===== src/rtl/sm_minmax_frame.sv =====
// Frame min/max tracker for N-bit sign-magnitude samples.
// Each frame of FRAME_LEN samples yields its maximum and minimum and the
// 0-based index of each. Ties keep the earliest index. Values are ordered by
// the sign-magnitude comparator below, so +0 ranks above -0.

// Sign-magnitude comparator: o_out = 1 when i_a >= i_b.
module sm_cmp #(
   parameter int N = 8
) (
   input  logic [N-1:0] i_a,
   input  logic [N-1:0] i_b,
   output logic         o_out
);

   logic         sign_a;
   logic         sign_b;
   logic [N-2:0] mag_a;
   logic [N-2:0] mag_b;

   assign sign_a = i_a[N-1];
   assign sign_b = i_b[N-1];
   assign mag_a  = i_a[N-2:0];
   assign mag_b  = i_b[N-2:0];

   // A plus value beats a minus value, including +0 against -0. When the
   // signs match, a larger magnitude wins for plus and a smaller one for minus.
   always_comb begin
      o_out = 1'b0;
      if (sign_a != sign_b) begin
         o_out = ~sign_a;
      end else if (!sign_a) begin
         o_out = (mag_a >= mag_b);
      end else begin
         o_out = (mag_a <= mag_b);
      end
   end

endmodule

module sm_minmax_frame #(
   parameter  int N         = 8,
   parameter  int FRAME_LEN = 16,
   localparam int IW        = $clog2(FRAME_LEN)
) (
   input  logic          i_clk,
   input  logic          i_rst_n,
   input  logic          i_clear,
   input  logic          i_valid,
   output logic          o_ready,
   input  logic [N-1:0]  i_data,
   output logic          o_valid,
   input  logic          i_ready,
   output logic [N-1:0]  o_max,
   output logic [IW-1:0] o_max_idx,
   output logic [N-1:0]  o_min,
   output logic [IW-1:0] o_min_idx
);

   // Handshake: a sample moves on a rising edge where i_valid && o_ready, and
   // a result moves on a rising edge where o_valid && i_ready. Once asserted,
   // o_valid stays high and the result stays stable until it is taken or
   // i_clear drops it. o_ready and o_valid come only from the registered
   // state, so there is no combinational path from i_valid or i_ready.

   typedef enum logic {
      ST_COLLECT = 1'b0,
      ST_HOLD    = 1'b1
   } state_t;

   localparam logic [IW-1:0] LAST_IDX = IW'(FRAME_LEN - 1);

   state_t        state_q;
   logic [IW-1:0] count_q;
   logic [N-1:0]  max_q;
   logic [IW-1:0] max_idx_q;
   logic [N-1:0]  min_q;
   logic [IW-1:0] min_idx_q;

   logic max_ge_data;   // current max >= incoming sample
   logic data_ge_min;   // incoming sample >= current min

   sm_cmp #(.N(N)) u_cmp_max (
      .i_a   (max_q),
      .i_b   (i_data),
      .o_out (max_ge_data)
   );

   sm_cmp #(.N(N)) u_cmp_min (
      .i_a   (i_data),
      .i_b   (min_q),
      .o_out (data_ge_min)
   );

   // Frame control and result tracking. i_clear outranks every other update.
   always_ff @(posedge i_clk or negedge i_rst_n) begin
      if (!i_rst_n) begin
         state_q   <= ST_COLLECT;
         count_q   <= '0;
         max_q     <= '0;
         max_idx_q <= '0;
         min_q     <= '0;
         min_idx_q <= '0;
      end else if (i_clear) begin
         // The result registers keep their values; the next first sample
         // overwrites them.
         state_q <= ST_COLLECT;
         count_q <= '0;
      end else begin
         case (state_q)
            ST_COLLECT: begin
               if (i_valid) begin
                  if (count_q == '0) begin
                     max_q     <= i_data;
                     max_idx_q <= '0;
                     min_q     <= i_data;
                     min_idx_q <= '0;
                  end else begin
                     // Only a strict improvement moves a result, so a tie
                     // keeps the earliest index.
                     if (!max_ge_data) begin
                        max_q     <= i_data;
                        max_idx_q <= count_q;
                     end
                     if (!data_ge_min) begin
                        min_q     <= i_data;
                        min_idx_q <= count_q;
                     end
                  end
                  if (count_q == LAST_IDX) begin
                     count_q <= '0;
                     state_q <= ST_HOLD;
                  end else begin
                     count_q <= count_q + IW'(1);
                  end
               end
            end
            ST_HOLD: begin
               if (i_ready) begin
                  state_q <= ST_COLLECT;
               end
            end
            default: begin
               state_q <= ST_COLLECT;
            end
         endcase
      end
   end

   assign o_ready   = (state_q == ST_COLLECT);
   assign o_valid   = (state_q == ST_HOLD);
   assign o_max     = max_q;
   assign o_max_idx = max_idx_q;
   assign o_min     = min_q;
   assign o_min_idx = min_idx_q;

endmodule


===== config.mk =====
export PLATFORM = sky130hd
export DESIGN_NAME = sm_minmax_frame
export DESIGN_NICKNAME = d
export VERILOG_FILES = /design/src/rtl/sm_minmax_frame.sv
export SDC_FILE = /design/constraint.sdc
export NUM_CORES = 1
export LEC_CHECK = 0
export ABC_CLOCK_PERIOD_IN_PS = 5700
export BUFFER_PORTS_ARGS = -buffer_cell sky130_fd_sc_hd__clkbuf_2
export CORE_MARGIN = 2
export CORE_UTILIZATION = 33
export CTS_BUF_LIST = sky130_fd_sc_hd__clkbuf_8
export DETAILED_ROUTE_END_ITERATION = 8
export GPL_TIMING_DRIVEN = 0
export HOLD_SLACK_MARGIN = 0.08
export SLEW_MARGIN = 20
export SYNTH_ARGS = -nofsm -noshare
export SYNTH_HDL_FRONTEND = slang
export SYNTH_SLANG_ARGS = --single-unit

===== constraint.sdc =====
create_clock -name i_clk -period 5.7 [get_ports i_clk]
set_input_delay 0.855 -clock i_clk [delete_from_list [all_inputs] [get_ports i_clk]]
set_output_delay 0.855 -clock i_clk [all_outputs]
set_load 0.02 [all_outputs]

After elaboration in Yosys (flattened, before gate mapping)

Index checks and enable logic that the tools add are counted.

Register bits: 29
Latch bits: 0
Memory bits (writable): 0
ROM bits: 0
Input port bits: 13
Output and inout port bits: 26
Logic and storage cells: 47
Memories kept: 0

Add/subtract/negate cells: 1
$mul: 0
Divide/modulo/power cells: 0
Order comparisons: 4
Equal/unequal tests: 6
Shift operators: 0
Mux-type cells: 21
Bitwise gates (word level): 4
Reductions and logical operators: 5

Operators with widths:

| operator                                              | number |
|---|---|
| two-way mux 4 bit                                     | 8 |
| two-way mux 8 bit                                     | 4 |
| greater-or-equal comparator 7 bit                     | 2 |
| less-or-equal comparator 7 bit                        | 2 |
| two-way mux 1 bit                                     | 8 |
| AND reduction 4 bit                                   | 2 |
| adder 4 x 1 -> 4 bit, second input constant           | 1 |
| equality test 4 bit, second input constant            | 1 |
| zero test 4 bit                                       | 1 |
| inequality test 2 x 1 -> 1 bit, second input constant | 2 |
| inverter 1 bit                                        | 4 |
| inequality test 1 bit                                 | 2 |
| inequality test 2 bit, second input constant          | 1 |
| case mux 1 bit (2 select lines)                       | 1 |
| AND reduction 2 bit                                   | 1 |
| nonzero test 2 bit                                    | 1 |

Longest topological paths before layout

Word-level depth: 5
Depth in mapped cells: 9
Mapped depth without buffers: 7

Hierarchy

From an unflattened synthesis, not the netlist that was laid out.

Cell total of the unflattened synthesis: 150
Area, all modules: 1682.9 sq um

Modules (own cells, without submodules):

| module          | instances | cells each | area an instance (sq um) | seq. area each (sq um) |
|---|---|---|---|---|
| sm_minmax_frame | 1         | 94         | 1287.5                   | 725.7 |
| sm_cmp          | 2         | 28         | 197.7                    | 0.0 |

Worst setup path after synthesis

No wires, ideal clock.

Path kind: input port to flip-flop
Start point: input i_data[0]
End point: register max_q[0], in the netlist o_max[0]
Library setup time: 0.128 ns
Data arrival time: 2.396 ns
Data required time: 5.572 ns
Path slack: 3.176 ns
Stages: 7
Buffers on the path: 1
Cells stage by stage: ha_1 nand2b_4 a211o_1 a221oi_4 buf_6 mux2i_1 nand2_1

Word-level cells in the longest chain between the ends: 5
Elaborated cells on any way between the ends: 8
Those cells by class: order compare: 2; eq/ne: 1; mux: 4; reduce/logical: 1

RTL lines:

| item                                                                                | line   | source |
|---|---|---|
| from (decl)                                                                         | 50     | `input logic [N-1:0] i_data,` |
| greater-or-equal comparator 7 bit or less-or-equal comparator 7 bit (tied branches) | 32, 34 |  |
| two-way mux 1 bit                                                                   | 31     | `end else if (!sign_a) begin` |
| two-way mux 1 bit                                                                   | 29     | `if (sign_a != sign_b) begin` |
| inequality test 2 x 1 -> 1 bit (no line)                                            | --     |  |
| AND reduction 4 bit (no line)                                                       | --     |  |
| to (signal assigned)                                                                | 113    | `max_q <= i_data;` |
| to (signal assigned)                                                                | 121    | `max_q <= i_data;` |
| to (decl)                                                                           | 74     | `logic [N-1:0] max_q;` |

Parallel ways exist; a longest one is shown, timed or not. The select of a mux whose other input is x is not followed.
A chain may end at the register's enable or synchronous reset.

Worst setup path after layout

Start point: input i_data[0]
End point: register max_q[3], in the netlist o_max[3]

Word-level cells in the longest chain between the ends: 5
Elaborated cells on any way between the ends: 6
Those cells by class: order compare: 2; eq/ne: 1; mux: 2; reduce/logical: 1

RTL lines:

| item                                                                                | line |
|---|---|
| greater-or-equal comparator 7 bit or less-or-equal comparator 7 bit (tied branches) | 32, 34 |
| two-way mux 1 bit *                                                                 | 31 |
| two-way mux 1 bit *                                                                 | 29 |
| inequality test 2 x 1 -> 1 bit (no line) *                                          | -- |
| AND reduction 4 bit (no line) *                                                     | -- |

Every way passes the cells marked *; elsewhere a longest branch is shown, timed or not.

==> results.json <==
{
  "drt_iter0_drc": 169,
  "die_w_um": 86.1,
  "leakagePower_nw": 1.27,
  "area_growth_syn_to_layout_pct": 16.8,
  "n_antenna_cell": 0,
  "synth-edff-count": 0,
  "dieArea_um2": 7420,
  "worstSkewPairLatency_ps": 280,
  "route.detailed.drc": 0,
  "r2r_start": "o_max[0]$_DFFE_PN0P_",
  "rr_worst_depth": 8,
  "synth.cell_area_um2": 2230,
  "firstDrtPassIters": 4,
  "syn_inst": 248,
  "async_flop_share_pct": 100,
  "final_util_pct": 40.5,
  "place_ws_ps": 2830,
  "vias_per_cell": 5.32,
  "ctsLongestPathBuffers": 2,
  "clock-sinks": 29,
  "whs_endpoint": "o_min_idx[1]$_DFFE_PN0P_",
  "grt_antenna_before_repair": 0,
  "yosys_most_used_dff": "dfrtp_1",
  "setup_slack_ps": 3130,
  "hold_start": "o_min_idx[1]$_DFFE_PN0P_",
  "hold_path_class": "register to register",
  "dp_hpwl_um": 4260,
  "cts_buffers": 5,
  "drive_gt1_share_pct": 24.1,
  "die_h_um": 86.1,
  "tns_ps": 0,
  "regToRegEndpoint": "o_max[3]$_DFFE_PN0P_",
  "worst_ep_arrival_time_ps": 2730,
  "powerDensity_nw_per_um2": 415,
  "grt_setup_unrepaired": "false",
  "cts_hold_buf": 0,
  "worst_pin_slew_ps": 767,
  "clk_pin_slew_ps": 70,
  "postCtsSetupBuffers": 0,
  "setup_violations": 0,
  "fmax_mhz": 389,
  "drv_cap": 0,
  "critPathCaptureType": "register",
  "synth-seq-cells": 29,
  "wl_per_cell_um": 15.2,
  "gp_congestion": 0.871,
  "postPlaceCellArea_um2": 2510,
  "finalInstanceArea_um2": 2600,
  "nets": 322,
  "num_rows": 29,
  "overflow": 0,
  "clockRootBuffer": "clkbuf_8",
  "ioPinCount": 39,
  "drt-total-wl_um": 5630,
  "fin_crit_sh_pct": 45.1,
  "cts_tree": "done",
  "hold_viol": 0,
  "fillCellCount": 648,
  "grt_pass1_vias": 1988,
  "start_kind": "input port",
  "grt_max_degree": 30,
  "skew_ps": 4.65,
  "syn_nets": 277,
  "portBuffers": 38,
  "criticalPathCategory": "input port to register",
  "syn_avg_cell_area_um2": 8.98,
  "cp_max_fo": 10,
  "grtUsageTotal_pct": 16.7,
  "layout_common_cells": "43 x nand2_1, 38 x clkbuf_2, 29 x dfrtp_1",
  "drv_slew": 0,
  "vias": 1974,
  "whs_path_depth": 2,
  "yosysSeqAreaShare_pct": 32.6,
  "final_common_cell": "nand2_1",
  "vdd_drop_max_mv": 0.270,
  "htreeDepth": 2,
  "relSlewSlack_pct": 48.9,
  "r2r_setup_slack_ps": 3430,
  "worstPathRequired_ps": 5860,
  "post-route-min-period_ps": 2570,
  "grt_pass1_wl_um": 9650,
  "antenna_left": 0,
  "status": "completed",
  "yosysWarnings": 0,
  "netlist-cell-type-count": 43,
  "fp.coreArea_um2": 6420,
  "ctsResizeCount": 0,
  "initial_core_util_pct": 34.7
}
cell families after synthesis:
family,Yosys count,synth area share (%)
AO/OA/AOI/OAI,59,23.4
XOR/XNOR,1,0.394
adder cells (fa/ha/maj),16,8.99
buffers and inverters,33,7.93
flip-flops,29,32.6
multiplexers,12,5.40
AND/OR/NAND/NOR,98,21.2
where the power goes:
part / internal, mW / switching (mW)
Clock: 0.0841 / 0.0841
Sequential: 0.267 / 0.0535
Combinational: 0.240 / 0.350
sequential cells by signal, indices dropped and copies added, names as in the netlist:
name,cells
o_max,8
o_min,8
count_q,4
o_max_idx,4
o_min_idx,4
o_valid,1
layer usage:
| layer | vias to the layer above | share of wire [%] | track usage [%] |
|---|---|---|---|
| li1 | 989 | - | - |
| met4 | 0 | 0.44 | 5.05 |
| met2 | 31 | 48 | 26.9 |
| met5 | - | 0 | 0 |
| met3 | 2 | 3.1 | 3.18 |
| met1 | 952 | 49 | 22.5 |
critical path: stages:
cell and delay, ps:
clkbuf_2 130, ha_1 320, nand2b_4 140, a211o_1 320, a221oi_4 460, buf_6 240, mux2i_1 200, nand2_1 70
through the flow:
stage               total power, mW  hold slack [ps]  cells
floorplan                     0.752              547    248
global placement              0.909              516    363
detailed placement            0.917              517    363
CTS                            1.09              532    371
global route                   1.17              540    371
finish                         1.08              528    371
worst max path at each step:
stage,from,endpoint,slack [ps]
after floorplan,i_data[0],o_max[0]$_DFFE_PN0P_,3180
after global placement,i_data[0],o_max[3]$_DFFE_PN0P_,2850
after detailed placement,i_data[0],o_max[3]$_DFFE_PN0P_,2830
after CTS,i_data[0],o_max[3]$_DFFE_PN0P_,3130
after global routing,i_data[6],o_max[7]$_DFFE_PN0P_,2990
final,i_data[0],o_max[3]$_DFFE_PN0P_,3130
synth_stat cells, types with 2 or more instances:
library cell | n | area share (%)
nand2b_1 | 4 | 1.1
nand3b_1 | 2 | 0.67
dfrtp_1 | 29 | 33
o211ai_1 | 9 | 3.0
o221ai_1 | 3 | 1.2
a211oi_1 | 4 | 1.3
o311ai_2 | 4 | 2.9
a21o_1 | 3 | 1.0
ha_1 | 16 | 9.0
nor2_1 | 24 | 4.0
and2_1 | 7 | 2.0
nand2_1 | 43 | 7.3
o21ai_0 | 2 | 0.45
a22oi_1 | 3 | 1.0
buf_6 | 4 | 2.0
nand4_1 | 6 | 1.7
buf_2 | 3 | 0.67
a222oi_1 | 5 | 2.2
o211a_1 | 2 | 0.90
buf_4 | 4 | 1.3
nand3_1 | 3 | 0.67
mux2i_1 | 12 | 5.4
a211o_1 | 2 | 0.79
inv_1 | 20 | 3.4
a21oi_1 | 14 | 3.1
a211o_2 | 3 | 1.3
final cells by class:
| cell class | count | area (um^2) | area share, % |
|---|---|---|---|
| clock buffers | 5 | 68.8 | 2.65 |
| clock inverters | 3 | 17.5 | 0.674 |
| repair buffers | 38 | 190 | 7.32 |
| well taps | 77 | 96.3 | 3.71 |
| multi-input cells | 186 | 1320 | 50.9 |
| plain buffers | 13 | 101 | 3.90 |
| inverters | 20 | 75.1 | 2.89 |
| flip-flops and latches | 29 | 726 | 27.9 |
(Power assumes the default switching activity.)
